### config.mk
export PLATFORM = sky130hd
export DESIGN_NAME = sin_burst_ctrl
export DESIGN_NICKNAME = d
export VERILOG_FILES = /design/src/rtl/sin_burst_ctrl.sv
export SDC_FILE = /design/constraint.sdc
export NUM_CORES = 1
export LEC_CHECK = 0
export CAP_MARGIN = 20
export CORE_AREA = 2 2 164 166
export DETAILED_ROUTE_END_ITERATION = 10
export DIE_AREA = 0 0 166 168
export GPL_TIMING_DRIVEN = 0
export PLACE_DENSITY = 0.55
export SLEW_MARGIN = 30
export SYNTH_ARGS = -nofsm -noshare
export SYNTH_HDL_FRONTEND = slang
export SYNTH_SLANG_ARGS = --single-unit
### constraint.sdc
create_clock -name clk -period 8.17 [get_ports clk]
set_input_delay 1.634 -clock clk [delete_from_list [all_inputs] [get_ports clk]]
set_output_delay 1.634 -clock clk [all_outputs]
set_load 0.1 [all_outputs]
### src/rtl/sin_burst_ctrl.sv
// Start/stop sequenced magic-circle sine source with sample-rate divider,
// burst-length counter and a stalling valid/ready sample stream.
module sin_burst_ctrl #(
  parameter int unsigned        DIV_W    = 16,
  parameter int unsigned        LEN_W    = 12,
  parameter logic signed [15:0] INIT_AMP = 16'sd30000
) (
  input  logic             clk,
  input  logic             rst_n,
  input  logic             start,
  input  logic             stop,
  input  logic [DIV_W-1:0] div,
  input  logic [LEN_W-1:0] burst_len,
  input  logic [2:0]       shift,
  input  logic [1:0]       amp_shift,
  output logic [7:0]       m_data,
  output logic             m_valid,
  input  logic             m_ready,
  output logic             busy,
  output logic             done
);

  typedef enum logic [1:0] {IDLE, RUN, DRAIN} state_t;

  state_t             state;
  logic [DIV_W-1:0]   div_q;
  logic [DIV_W-1:0]   div_cnt;
  logic [LEN_W-1:0]   len_q;
  logic [LEN_W-1:0]   tick_cnt;
  logic [LEN_W-1:0]   tick_cnt_nx;
  logic [3:0]         k_q;
  logic [1:0]         amp_q;
  logic signed [15:0] s;
  logic signed [15:0] c;
  logic signed [15:0] s_nx;
  logic signed [15:0] c_nx;
  logic [7:0]         code;
  logic               accept;
  logic               tick_due;
  logic               tick;

  always_comb begin
    s_nx        = s + (c >>> k_q);
    c_nx        = c - (s_nx >>> k_q);
    // attenuation and the byte select fold into one arithmetic shift;
    // flipping the MSB turns two's complement into offset binary
    code        = 8'(s_nx >>> ({2'b00, amp_q} + 4'd8)) ^ 8'h80;
    tick_cnt_nx = tick_cnt + 1'b1;
    accept      = m_valid && m_ready;
    tick_due    = (state == RUN) && (div_cnt == div_q);
    tick        = tick_due && (!m_valid || m_ready);
  end

  always_ff @(posedge clk or negedge rst_n) begin
    if (!rst_n) begin
      state    <= IDLE;
      div_q    <= '0;
      div_cnt  <= '0;
      len_q    <= '0;
      tick_cnt <= '0;
      k_q      <= 4'd1;
      amp_q    <= '0;
      s        <= '0;
      c        <= INIT_AMP;
      m_data   <= 8'h80;
      m_valid  <= 1'b0;
      busy     <= 1'b0;
      done     <= 1'b0;
    end else begin
      done <= 1'b0;
      case (state)
        IDLE: begin
          if (start) begin
            div_q    <= div;
            len_q    <= burst_len;
            k_q      <= {1'b0, shift} + 4'd1;
            amp_q    <= amp_shift;
            s        <= '0;
            c        <= INIT_AMP;
            div_cnt  <= '0;
            tick_cnt <= '0;
            busy     <= 1'b1;
            state    <= RUN;
          end
        end
        RUN: begin
          if (stop) begin
            state <= DRAIN;
            if (accept) m_valid <= 1'b0;
          end else if (tick) begin
            s        <= s_nx;
            c        <= c_nx;
            m_data   <= code;
            m_valid  <= 1'b1;
            div_cnt  <= '0;
            tick_cnt <= tick_cnt_nx;
            if (len_q != '0 && tick_cnt_nx == len_q) state <= DRAIN;
          end else begin
            // a due tick blocked by backpressure parks the divider at div
            if (!tick_due) div_cnt <= div_cnt + 1'b1;
            if (accept) m_valid <= 1'b0;
          end
        end
        DRAIN: begin
          if (!m_valid || m_ready) begin
            m_valid <= 1'b0;
            done    <= 1'b1;
            busy    <= 1'b0;
            state   <= IDLE;
          end
        end
        default: state <= IDLE;
      endcase
    end
  end

endmodule

* After elaboration in Yosys (flattened, before gate mapping)
Cells that the tools add are included.
** Storage, ports and cells
- Output and inout port bits :: 11
- Word-level logic and storage cells :: 84
- Flip-flop bits (word level) :: 107
- Input bits :: 38
** Operators by class
- Bitwise logic cells :: 2
- Shifts and indexed selects :: 3
- Add/sub/neg operators :: 6
- Muxes and demuxes :: 31
- Equal/unequal tests :: 11
- Reduce and logical (&&, ||, !) cells :: 18
** Operators by type and width (count)
- $mux W16 :: 9
- $pmux W16 S2 :: 3
- $mux W12 :: 3
- $sshr A16 B4 Y16 :: 2
- $pmux W12 S2 :: 1
- $add A16 B1 Y16 const B :: 1
- $add A16 B16 Y16 :: 1
- $eq A16 B16 Y1 :: 1
- $sshr A16 B4 Y8 :: 1
- $sub A16 B16 Y16 :: 1
- $add A12 B1 Y12 const B :: 1
- $eq A12 B12 Y1 :: 1
- $reduce_and A4 Y1 :: 3
- $reduce_bool A12 Y1 :: 1
- $mux W2 :: 5
- $ne A2 B2 Y1 const B :: 4
- $mux W1 :: 7
- $ne A3 B3 Y1 const B :: 2
- $pmux W2 S3 :: 1
- $reduce_and A3 Y1 :: 2
- $reduce_bool A2 Y1 :: 3
- $add A2 B4 Y4 const B :: 1
- $add A3 B1 Y4 const B :: 1
- $logic_and A1 B1 Y1 :: 4
- other kinds (9) :: 12

* Longest topological paths before layout
- Depth in word-level cells :: 7
- Depth in mapped cells :: 31
- Mapped depth without buffers :: 30

* Worst setup path before layout
OpenSTA, ideal clock, no wires.
- Kind :: reg-to-reg
- Start :: register k_q[1]
- End :: register c[14]
- Setup time :: 0.079 ns
- Clock period less this slack :: 6.719 ns
- Arrival :: 6.640 ns
- Slack :: 1.451 ns
- Path buffers :: 2
- Cell stages (with the launch flop) :: 30
- Cell sequence :: dfrtp_1 -> clkbuf_1 -> buf_1 -> mux2i_1 -> a21oi_1 -> mux2_2 -> nand2_1 -> o21ai_0 -> ha_1 -> fa_1 -> a21oi_1 -> o22ai_1 -> o31ai_2 -> o2111ai_1 -> a21oi_2 -> xor2_2 -> mux4_2 -> o211ai_1 -> ha_1 -> inv_1 -> fa_1 -> a21o_1 -> a21oi_1 -> o21bai_1 -> a2111oi_0 -> nor3_1 -> a41oi_1 -> a21oi_1 -> a211o_1 -> o211a_1
** Between the ends
- Cells in the longest elaborated chain, start to end :: 7
** RTL lines
- from (decl) :: line 31 : logic [3:0] k_q;
- from (signal assigned) :: line 76 : k_q <= {1'b0, shift} + 4'd1;
- $sshr A16 B4 Y16 :: line 43 : s_nx = s + (c >>> k_q);
- $add A16 B16 Y16 :: line 43
- $sshr A16 B4 Y16 (*) :: line 44 : c_nx = c - (s_nx >>> k_q);
- $sub A16 B16 Y16 (*) :: line 44
- $mux W16 (*) :: line 90 : end else if (tick) begin
- $mux W16 (*) :: line 87 : if (stop) begin
- $pmux W16 S2 (*) :: line 71 : case (state)
- to (signal assigned) :: line 92 : c <= c_nx;
- to (decl) :: line 34 : logic signed [15:0] c;
Mark *: on every way between the ends. The rest lies on a longest branch, timed or not. The select of a mux whose other input is x is not followed.
A chain may end at the register's enable or synchronous reset.

* Worst setup path in the final report
- Start :: register k_q[0]
- End :: register c[14]
The elaborated chain is that of the path after synthesis.

==> metrics.txt <==
outcome=complete, no violations; die area=27900 um2; area grow syn2layout=16.1%; DRC=0; routed len/inst=~17 um; CTS clk-pin slew, worst paths=about 80 ps; asr flop ratio synth=100%; DR vias=roughly 7000; Die Ht=roughly 170 um; Detail Route Antenna Nets=0; Die Wd=roughly 170 um; total of max-cap violations=0; CTS tree=built; drt total wl=23.1 mm; Ports=49; DRT met1 WL=between 10 and 15 mm; setup TNS=0 ps; WHS Endpoint=m_data[6]$_DFFE_PN0P_; row cnt=60; initial antenna violation count=0; endpoints failing hold=0; CTS Buf Count=9; first-pass GRT wire length=37.6 mm; Reg2Reg Depth=28; H-tree depth=3; Mapped Cells=about 940; Mean Syn Cell Area=~8.3 um2; synth warn=0; Main synth FF type=dfrtp_1; drt pass-1 iters=5; pin count of the biggest net entering global routing=83; Peak Freq=approximately 130 MHz; clk_lat worst skew=between 300 and 400 ps; WP buf/inv=3; n_diodes=0; Net Count, Synth=1013; detailed placement HPWL=between 15 and 20 mm; worst hold stages=2; CTS root buf=clkbuf_16; total gr overflow=0; CP peak stage delay=roughly 620 ps; CP required=approximately 8500 ps; Final period util=93.0%; CP dominant cell by count=a21oi_1; Placeable Area=between 20000 and 30000 um2; post-synth cell types=65; hold_buf cts=0; routed wl met2=about 11 mm; CTS sink cnt=~110; internal reg-to-reg setup slack=580 ps; Slew Viols, Final=0; CP arrival=about 7900 ps; input/output buffers=48; Final nets=1071; Top Metal Used=met4; unrepaired setup endpoints after global routing=false; Iter 0 DRT Violations=399; critical path type=reg -> reg; worst vdd ir=~0.00013 V; Least-Margin Pin Slew=977 ps; RR Startpoint=k_q[0]$_DFFE_PN1P_; post-CTS setup buffers=0; GRT Util Overall=16.7%; CTS Buffer Depth=2; Initial Utilization=between 20% and 30%; Tmin final=approximately 7600 ps; placer congestion estimate=0.924; Leak Pwr=just under 4 nW; sequential fraction of the synthesis area=34.6%; worst flop-to-flop path endpoint=c[14]$_DFFE_PN1P_; worst-path fanout max=10; crit start category=register; met3 routed WL=roughly 850 um; Max stage delay cell, worst path=dfstp_2; total power=around 3.4 mW; Clock Skew=13.9 ps; vias in the first global route=6939; Hold Path Origin=m_data[6]$_DFFE_PN0P_; fraction of layout instances using a drive strength above 1=7.58%; CP endpoint kind=register; Synth Register Bits=between 100 and 150; number of synthesized flops with an enable pin=0; Mapped Area=a little under 8000 um2; vias per inst=between 5 and 6; worst hold path type=reg -> reg; Final setup viols=0; Power per Cell Area=~380 nW/um2; critical path's top delay family=compound AO/OA/AOI/OAI gates; Slew HR=34.6%
-- power breakdown --
part | switching, mW | leakage [nW] | internal, mW
Combinational | 1.35 | 2.38 | 0.890
Sequential | 0.112 | 1.39 | 0.629
Clock | 0.236 | 0.138 | 0.215
Total | 1.70 | 3.91 | 1.73
-- worst reg2reg max path, delay by kind of cell, from the launching register on --
| family | cells | cell delay, ps |
|---|---|---|
| flip-flops | 1 | 620 |
| XOR/XNOR | 1 | 170 |
| multiplexers | 2 | 870 |
| buffers and inverters | 3 | 640 |
| AND/OR/NAND/NOR | 2 | 240 |
| AO/OA/AOI/OAI | 16 | 3640 |
| adder cells (fa/ha/maj) | 4 | 1340 |
-- repair_timing --
item,4_1_cts,5_1_grt
gates resized for setup,0,10
setup endpoints to repair,0,5
endpoints found under the hold margin,0,0
-- metal layers --
metal	up-vias	track usage, %
met5	-	0
met2	149	27.9
li1	3428	-
met3	23	2.44
met1	3372	23.1
met4	0	3.63
-- per-stage QoR --
| step | instance area, um2 | utilization, % | worst slack [ps] | hold slack [ps] | instances |
|---|---|---|---|---|---|
| 5_1_grt | 9010 | 34.2 | 101 | 508 | 1343 |
| 4_1_cts | 9000 | 34.1 | 120 | 481 | 1345 |
| 3_5_place_dp | 8710 | 33.1 | 164 | 463 | 1329 |
| 2_1_floorplan | 7760 | - | 1450 | 465 | 939 |
| 3_3_place_gp | 8670 | 32.9 | -21.2 | 459 | 1328 |
| 6_report | 9010 | 34.2 | 575 | 480 | 1343 |
-- how the worst max path moves through the flow --
stage,start,endpoint,cells after the start
global route,k_q[0]$_DFFE_PN1P_,c[14]$_DFFE_PN1P_,28
global placement,k_q[1]$_DFFE_PN0P_,c[15]$_DFFE_PN0P_,28
floorplan,k_q[1]$_DFFE_PN0P_,c[14]$_DFFE_PN1P_,29
detailed placement,k_q[1]$_DFFE_PN0P_,c[14]$_DFFE_PN1P_,29
CTS,k_q[1]$_DFFE_PN0P_,c[14]$_DFFE_PN1P_,29
finish,k_q[0]$_DFFE_PN1P_,c[14]$_DFFE_PN1P_,28
-- final cells by class --
cell class,count,area (um2)
sequential,107,2690
multi-input combinational,757,4810
timing repair buffer,49,513
fill,2824,17300
tap,341,427
inverter,22,86.3
clock inverter,6,57.6
buffer,51,206
clock buffer,10,229
-- cells in the final DEF, fill, tap and decap left out, types with 19 or more instances in the layout --
cell type,Yosys,layout
clkbuf_1,42,39
dfrtp_1,98,97
inv_1,19,19
nor3_1,26,26
o21ai_0,75,75
nand3_1,46,46
a21oi_1,45,45
xnor2_1,37,37
xor2_1,38,38
nor2_1,96,96
nand2_1,169,169
mux2i_1,23,23
ha_1,34,34
clkdlybuf4s50_1,0,47
-- synth_stat cells (all sizes together) (3+ instances only) --
cell,n,area (um2)
o211ai,8,65.1
a211oi,10,80.1
o211a,3,30.0
nand2,169,634
nor3,27,140
nor2,96,360
o41ai,3,26.3
nor4,9,56.3
mux2i,23,230
nand2b,10,62.6
a21oi,48,252
dfstp,9,236
xnor2,37,324
a31oi,8,65.1
inv,20,75.1
nand4,7,43.8
o2111ai,3,26.3
or3,6,37.5
and2,3,18.8
a211o,6,52.6
a21o,5,38.8
o21bai,4,30.0
a22o,3,26.3
nor2b,3,18.8
ha,34,425
o22ai,5,31.3
buf,11,51.3
clkbuf,42,158
o31ai,8,65.1
a221o,3,30.0
o21ai,77,393
and3,9,56.3
mux2,11,124
a311oi,3,26.3
mux4,11,248
xor2,39,349
o311ai,3,26.3
nand3,46,230
or2,3,18.8
dfrtp,98,2450
-- registers in the layout, indices dropped and copies added, names as in the netlist --
signal / flops
done: 1
tick_cnt: 12
k_q: 4
busy: 1
div_cnt: 16
len_q: 12
amp_q: 2
c: 16
m_data: 8
m_valid: 1
s: 16
div_q: 16
state: 2
-- cells by family (layout without fill, tap and decap cells) --
group	Yosys count	count (layout)	share of synthesized area [%]
AOI/OAI and AO/OA	210	210	17.4
xor gates and xnor gates	76	76	8.67
adders and majority gates	36	36	5.99
buffers and inverters	75	138	3.75
DFF	107	107	34.6
muxes	45	45	7.75
and+or+nand+nor	390	390	21.8
No activity file was read; power rests on OpenSTA's default activity.
